`src/rtl/regfile_read.sv`:
```
// Operand-read stage: architectural register file, per-register busy
// scoreboard, RAW/WAW stall generation, same-cycle writeback bypass and a
// one-entry operand register towards execute.
//
// Handshake semantics (both sides): a transfer happens on a rising clk edge
// where valid && ready. The producer keeps its payload stable while valid is
// high and ready is low. Here id_ready is combinational and may depend on the
// id_* fields; ex_valid/ex_* are registered and hold while !ex_ready.
module regfile_read #(
    parameter int XLEN = 32,
    parameter int NREG = 32,
    parameter int AW   = 5
) (
    input  logic            clk,
    input  logic            rst,
    input  logic            id_valid,
    output logic            id_ready,
    input  logic [AW-1:0]   id_rs1,
    input  logic [AW-1:0]   id_rs2,
    input  logic            id_rs1_used,
    input  logic            id_rs2_used,
    input  logic [AW-1:0]   id_rd,
    input  logic            id_rd_we,
    output logic            ex_valid,
    input  logic            ex_ready,
    output logic [XLEN-1:0] ex_rs1_data,
    output logic [XLEN-1:0] ex_rs2_data,
    output logic [AW-1:0]   ex_rd,
    output logic            ex_rd_we,
    input  logic            wb_en,
    input  logic [AW-1:0]   wb_addr,
    input  logic [XLEN-1:0] wb_data,
    output logic [NREG-1:0] busy_mask
);

    logic [XLEN-1:0] rf [NREG];
    logic [NREG-1:0] busy;
    logic [NREG-1:0] busy_nxt;

    logic            wb_hit1;
    logic            wb_hit2;
    logic            wb_hit_rd;
    logic            src1_haz;
    logic            src2_haz;
    logic            waw;
    logic            accept;
    logic [XLEN-1:0] op1_sel;
    logic [XLEN-1:0] op2_sel;

    assign wb_hit1   = wb_en && (wb_addr == id_rs1);
    assign wb_hit2   = wb_en && (wb_addr == id_rs2);
    assign wb_hit_rd = wb_en && (wb_addr == id_rd);

    // A writeback arriving on the same edge resolves the hazard.
    assign src1_haz = id_rs1_used && (id_rs1 != '0) && busy[id_rs1] && !wb_hit1;
    assign src2_haz = id_rs2_used && (id_rs2 != '0) && busy[id_rs2] && !wb_hit2;
    assign waw      = id_rd_we && (id_rd != '0) && busy[id_rd] && !wb_hit_rd;

    assign id_ready = !rst && !src1_haz && !src2_haz && !waw && (!ex_valid || ex_ready);
    assign accept   = id_valid && id_ready;

    assign busy_mask = busy;

    // Operand select: x0 reads zero, then same-cycle bypass, then the array.
    always_comb begin
        op1_sel = rf[id_rs1];
        op2_sel = rf[id_rs2];
        if (id_rs1 == '0) begin
            op1_sel = '0;
        end else if (wb_hit1) begin
            op1_sel = wb_data;
        end
        if (id_rs2 == '0) begin
            op2_sel = '0;
        end else if (wb_hit2) begin
            op2_sel = wb_data;
        end
    end

    // Next scoreboard: writeback clears, accepted writer sets (set wins).
    always_comb begin
        busy_nxt = busy;
        if (wb_en) begin
            busy_nxt[wb_addr] = 1'b0;
        end
        if (accept && id_rd_we) begin
            busy_nxt[id_rd] = 1'b1;
        end
        busy_nxt[0] = 1'b0;
    end

    // Register array write port; x0 is never written.
    always_ff @(posedge clk or posedge rst) begin
        if (rst) begin
            for (int i = 0; i < NREG; i++) begin
                rf[i] <= '0;
            end
        end else if (wb_en && (wb_addr != '0)) begin
            rf[wb_addr] <= wb_data;
        end
    end

    // Scoreboard state.
    always_ff @(posedge clk or posedge rst) begin
        if (rst) begin
            busy <= '0;
        end else begin
            busy <= busy_nxt;
        end
    end

    // Operand pipeline register towards execute; data holds when not loading.
    always_ff @(posedge clk or posedge rst) begin
        if (rst) begin
            ex_valid    <= 1'b0;
            ex_rs1_data <= '0;
            ex_rs2_data <= '0;
            ex_rd       <= '0;
            ex_rd_we    <= 1'b0;
        end else if (accept) begin
            ex_valid    <= 1'b1;
            ex_rs1_data <= op1_sel;
            ex_rs2_data <= op2_sel;
            ex_rd       <= id_rd;
            ex_rd_we    <= id_rd_we;
        end else if (ex_ready) begin
            ex_valid    <= 1'b0;
        end
    end

endmodule

```
`config.mk`:
```
export PLATFORM = sky130hd
export DESIGN_NAME = regfile_read
export DESIGN_NICKNAME = d
export VERILOG_FILES = /design/src/rtl/regfile_read.sv
export SDC_FILE = /design/constraint.sdc
export NUM_CORES = 2
export LEC_CHECK = 0
export BUFFER_PORTS_ARGS = -buffer_cell sky130_fd_sc_hd__buf_2
export CAP_MARGIN = 20
export CELL_PAD_IN_SITES_DETAIL_PLACEMENT = 0
export CELL_PAD_IN_SITES_GLOBAL_PLACEMENT = 1
export CORE_ASPECT_RATIO = 1.2
export CORE_MARGIN = 2
export CORE_UTILIZATION = 46
export CTS_BUF_LIST = sky130_fd_sc_hd__clkbuf_4 sky130_fd_sc_hd__clkbuf_8 sky130_fd_sc_hd__clkbuf_16
export CTS_CLUSTER_DIAMETER = 80
export DETAILED_ROUTE_END_ITERATION = 10
export PLACE_DENSITY_LB_ADDON = 0.1
export SLEW_MARGIN = 20
export SYNTH_ARGS = -nofsm -noshare
export SYNTH_HDL_FRONTEND = slang
export SYNTH_SLANG_ARGS = --single-unit
```
`constraint.sdc`:
```
create_clock -name clk -period 57.3 [get_ports clk]
set_input_delay 5.73 -clock clk [delete_from_list [all_inputs] [get_ports clk]]
set_output_delay 5.73 -clock clk [all_outputs]
set_load 0.01 [all_outputs]
```
# [Yosys cells after proc, flatten, opt, wreduce, memory -nomap -nowiden]
# Index checks and enable logic that the tools add are counted.
# W data, S select, Z words.
[word_totals] ff_bits=1126 in_bits=60
[classes] order_cmp=10 n_eq_ne=3 muxes=27 bitwise_logic=6 n_reduce_logical=38
[ops] cell="$bwmux W1024" n=1
[ops] cell="$mux W32" n=11
[ops] cell="$bmux W32 S5" n=2
[ops] cell="$demux W32 S5" n=1
[ops] cell="$and A32 B32 Y32" n=1
[ops] cell="$not A32 Y32" n=1
[ops] cell="$or A32 B32 Y32" n=1
[ops] cell="$lt A5 B6 Y1 const B" n=4
[ops] cell="$logic_and A1 B1 Y1" n=22
[ops] cell="$reduce_bool A5 Y1" n=4
[ops] cell="$ge A6 B6 Y1 const B" n=3
[ops] cell="$not A5 Y6" n=3
[ops] cell="$bmux W1 S5" n=3
[ops] cell="$eq A5 B5 Y1" n=3
[ops] cell="$demux W1 S5" n=2
[ops] cell="$ge A5 B1 Y1 const B" n=2
[ops] cell="$logic_not A5 Y1" n=2
[ops] cell="$logic_not A1 Y1" n=8
[ops] cell="$mux W1" n=7
[ops] cell="$lt A6 B1 Y1 const B" n=1
[ops] cell="$reduce_bool A2 Y1" n=1
[ops] cell="$logic_or A1 B1 Y1" n=1

# [Logic depth before layout (Yosys ltp)]
[logic_depth] ltp_word=12 depth_mapped=12 mapped_depth_nobuf=7

# [Least setup slack after synthesis]
# No wires, ideal clock.
[synth_timing] kind="input port to output port" start="input port id_rd[0]" end="output port id_ready" t_arrival_ps=7146 slack_ps=44424 cell_stages=9 path_buffers=2 path_cell_list="buf_2 > buf_2 > mux2i_1 > o22ai_1 > a32oi_1 > o221ai_1 > o31ai_1 > nand2_1 > nor2_1"
[synth_between] elab_chain_len=7
[synth_lines] item="start: declaration" line_no="22" text="input logic [AW-1:0] id_rd,"
[synth_lines] item="$bmux W1 S5, or another cell as far along" line_no="57" text="assign waw = id_rd_we && (id_rd != '0) && busy[id_rd] && !wb_hit_rd;"
[synth_lines] item="$mux W1 (implied by the code), or another cell as far along" line_no="57"
[synth_lines] item="$logic_and A1 B1 Y1 / $logic_not A1 Y1 (equally long branches)" line_no="57"
[synth_lines] item="$logic_and A1 B1 Y1 *" line_no="57"
[synth_lines] item="$logic_not A1 Y1 *" line_no="59" text="assign id_ready = !rst && !src1_haz && !src2_haz && !waw && (!ex_valid || ex_ready);"
[synth_lines] item="$logic_and A1 B1 Y1 * (2 in a row)" line_no="59"
[synth_lines] item="end: declaration" line_no="17" text="output logic id_ready,"
# Mark *: on every way between the ends. The rest lies on a longest branch, timed or not. The select of a mux whose other input is x is not followed.

# [Worst setup path after layout]
[layout_timing] start="input port id_rs2[0]" end="output port id_ready"
[layout_between] elab_chain_len=8
[layout_lines] item="start: declaration" line_no="19" text="input logic [AW-1:0] id_rs2,"
[layout_lines] item="$bmux W1 S5, or another cell as far along" line_no="56" text="assign src2_haz = id_rs2_used && (id_rs2 != '0) && busy[id_rs2] && !wb_hit2;"
[layout_lines] item="$mux W1 (implied by the code), or another cell as far along" line_no="56"
[layout_lines] item="$logic_and A1 B1 Y1 / $logic_not A1 Y1 (equally long branches)" line_no="56"
[layout_lines] item="$logic_and A1 B1 Y1 *" line_no="56"
[layout_lines] item="$logic_not A1 Y1 *" line_no="59"
[layout_lines] item="$logic_and A1 B1 Y1 * (3 in a row)" line_no="59"
# Marks and branches as above.

==> metrics.md <==
| Metric | Value |
|---|---|
| Initial antenna violation count | 9 |
| Via Count | about 37k |
| RSZ-0062 raised after global routing | false |
| Number of routed nets with antenna violations | 0 |
| Tightest Pin Transition | approximately 1.2 ns |
| Minimum clock period | around 15 ns |
| Fin. Hold Viols | 0 |
| Pre-antenna DRT Iters | 7 |
| Hold buffers post-CTS | 0 |
| Synthesized flop and latch total | between 1k and 1.5k |
| Initial core utilization | 46.4% |
| Max-Cap Viols | 0 |
| Finished Layout Cells | approximately 5.5k |
| Pleak | 28.4 nW |
| Bufs on Longest Clock Path | 3 |
| IO Port Bufs | between 150 and 200 |
| I/O Pins | 164 |
| Commonest non-fill, non-tap cells in the layout | dfrtp_1, mux2_2, mux4_2 |
| Vias per cell | between 6 and 7 |
| Final worst-path cycle share | 26.1% |
| Count of pins over their slew limit | 0 |
| Slowest stage delay, CP | 0.90 ns |
| Pin count of the biggest net entering global routing | roughly 160 |
| Die H | approximately 400 µm |
| Yosys top cell area share | a little under half |
| Net Count, Synth | around 3.9k |
| Clock Sinks | ~1.1k |
| Vias in the first global route | between 30k and 40k |
| WHS Endpoint | rf[1012] |
| GP Congestion | 0.838 |
| Max IR drop VDD | about 0.000024 V |
| First DRT Iteration DRCs | roughly 3.1k |
| Cts bufs inserted | 119 |
| FFs w/ async S/R, synth | 100% |
| Filler cell count | between 10k and 15k |
| Area after DPL | a little over 60000 µm² |
| Fmax | 67.0 MHz |
| Post_cts resized | 0 |
| Worst setup startpoint | id_rs2[0] |
| Die area | around 130000 µm² |
| Crit Path Max Fanout | between 60 and 70 |
| Commonest non-fill, non-tap cell in the layout | dfrtp_1 |
| Reg2reg start | busy_mask[8] |
| DR WL/cell | roughly 35 µm |
| Setup repair bufs after CTS | 0 |
| Synth area leaders | dfrtp_1, mux4_2, mux2_2 |
| Crit Path Class | input port to output port |
| Clk Latency, worst-skew pair | about 0.74 ns |
| Worst rel slew slack | ~20% |
| Leading area contributor after synthesis | dfrtp_1 |
| CTS tree | done |
| Status | finished clean |
| GRT overflow | 0 |
| Seq/Total Area, Yosys | a little under half |
| CTS Root Cell | clkbuf_16 |
| Pwr/cell area | about 36 nW/µm² |
| Worst-path cell chain | buf_8 -> buf_4 -> mux2_2 -> nor3b_1 -> a211oi_1 -> o21ai_0 -> o41ai_1 -> nor2_1 -> buf_2 |
| RR Endpoint | ex_rs1_data[11] |
| EDFF count, synth | 0 |
| Crit end category | output port |
| Share of layout cells above drive strength 1 | ~57% |
| Fin util | 51.1% |
| Overall die width | roughly 330 µm |
| Core ar. | between 100000 and 150000 µm² |
| Final hold slack | between 0.3 and 0.4 ns |
| Syn avg cell area | 15.6 µm² |
| Finished layout cell area | around 66000 µm² |
| Startpoint Class | input port |
| Setup tns final | 0 ns |
| CTS H-tree lvls | 3 |
| CTS clk-pin slew, worst paths | 0.06 ns |
| Worst hold stages | 0 |
| Mapped Cells | around 3.8k |
| Placed insts | 5294 |
| Post-synth top flop | dfrtp_1 |
| R2R Setup Slk | 53.54 ns |
| Post-DP HPWL | 107000 µm |
| GRT Total Usage | around 30% |
| Worst Path Required | roughly 52 ns |
| Crit path DAT | just over 9 ns |
| CP max stage cell | buf_4 |
| Worst R2R Path Depth | 9 |
| Mapped Area | just under 60000 µm² |
| Distinct cells, synth | 52 |
| Hold Startpoint | rf[1012] |
| Hold Path Class | flop to flop |
| Final #Nets | around 3.8k |
| Synth-to-Final Area Change | 10.2% |
| Residual DRC | 0 |
| Routed WL | 194000 µm |
| Synth Warn # | 0 |
| Worst clock skew | between 0.02 and 0.025 ns |
| Core Rows | 144 |
| Final Setup Violations | 0 |
| First-pass GRT wire length | between 200000 and 300000 µm |
==> routing by layer <==
metal	part of all wire, %	wire length [µm]	track usage (%)	vias to the layer above
li1	-	-	-	14600
met1	42	81000	40.6	20600
met2	49	93900	48.1	1375
met3	6.3	12300	5.12	317
met4	3.2	6250	9.83	6
met5	0.021	41	0	-
==> Yosys cell counts, types with 2 or more instances <==
master / n
nor2b_1: 25
buf_2: 69
a211oi_1: 35
and3b_1: 2
a221o_1: 32
and2_1: 2
buf_6: 18
xnor2_1: 3
nor4_1: 14
a22o_1: 6
o22ai_1: 32
nor3_1: 13
a21oi_1: 33
o21ai_0: 25
buf_8: 2
mux2i_1: 58
nor3b_1: 6
or2_2: 3
inv_1: 32
a32o_1: 31
buf_4: 22
nand2_1: 45
xor2_1: 12
o31ai_1: 13
clkbuf_1: 268
a31oi_1: 3
dfrtp_1: 1126
mux4_2: 593
nand2b_1: 2
nand3_1: 12
mux2_2: 1082
nor2_1: 45
and3_1: 37
buf_1: 59
mux2_1: 27
nand3b_1: 7
==> worst max-delay path: cells and delay by family <==
kind	cells	cell delay, ns
AO/OA/AOI/OAI	3	1.22
buffers and inverters	3	1.64
AND/OR/NAND/NOR	2	0.22
multiplexers	1	0.30
==> report_power, final <==
part / switching, mW / internal, mW
registers: 0.116 / 0.952
clock network: 0.335 / 0.481
logic: 0.199 / 0.298
total: 0.650 / 1.73
==> metrics by stage <==
stage / worst slack [ns] / power, mW
floorplan: 19.86 / 1.42
global placement: 42.28 / 1.55
detailed placement: 42.36 / 1.58
CTS: 42.34 / 2.40
global route: 42.06 / 2.48
finish: 42.37 / 2.38
==> area by class of cell <==
class,instances,area (µm²),share of cell area (%)
multi-input combinational,2214,29600,45.1
clock inverter,46,549,0.836
timing repair buffer,243,1530,2.33
inverter,32,128,0.194
tap,1679,2100,3.20
clock buffer,174,3580,5.45
antenna,1,2.50,0.00381
sequential,1126,28200,42.9
==> cells by family after synthesis <==
group	count (synthesis)	synth area share (%)
compound gates	220	2.75
other cells	1	0.00629
xor+xnor	15	0.220
buf+inv	470	3.51
simple gates	218	1.91
mux	1760	44.3
flops	1126	47.3
==> registers in the layout, summed over array words and instances (netlist names) <==
| name | count |
|---|---|
| ex_rd_we | 1 |
| ex_rs1_data | 32 |
| ex_rs2_data | 32 |
| rf | 1024 |
| ex_rd | 5 |
| ex_valid | 1 |
| busy_mask | 31 |
==> how the worst max path moves through the flow <==
| stage | endpoint | slack, ns | cells past startpoint |
|---|---|---|---|
| 6_report | id_ready | 42.37 | 9 |
| 3_5_place_dp | id_ready | 42.36 | 9 |
| 3_3_place_gp | id_ready | 42.28 | 9 |
| 4_1_cts | id_ready | 42.34 | 9 |
| 5_1_grt | id_ready | 42.06 | 9 |
| 2_1_floorplan | busy_mask[10] | 19.86 | 1 |
No activity file was read; power rests on OpenSTA's default activity.
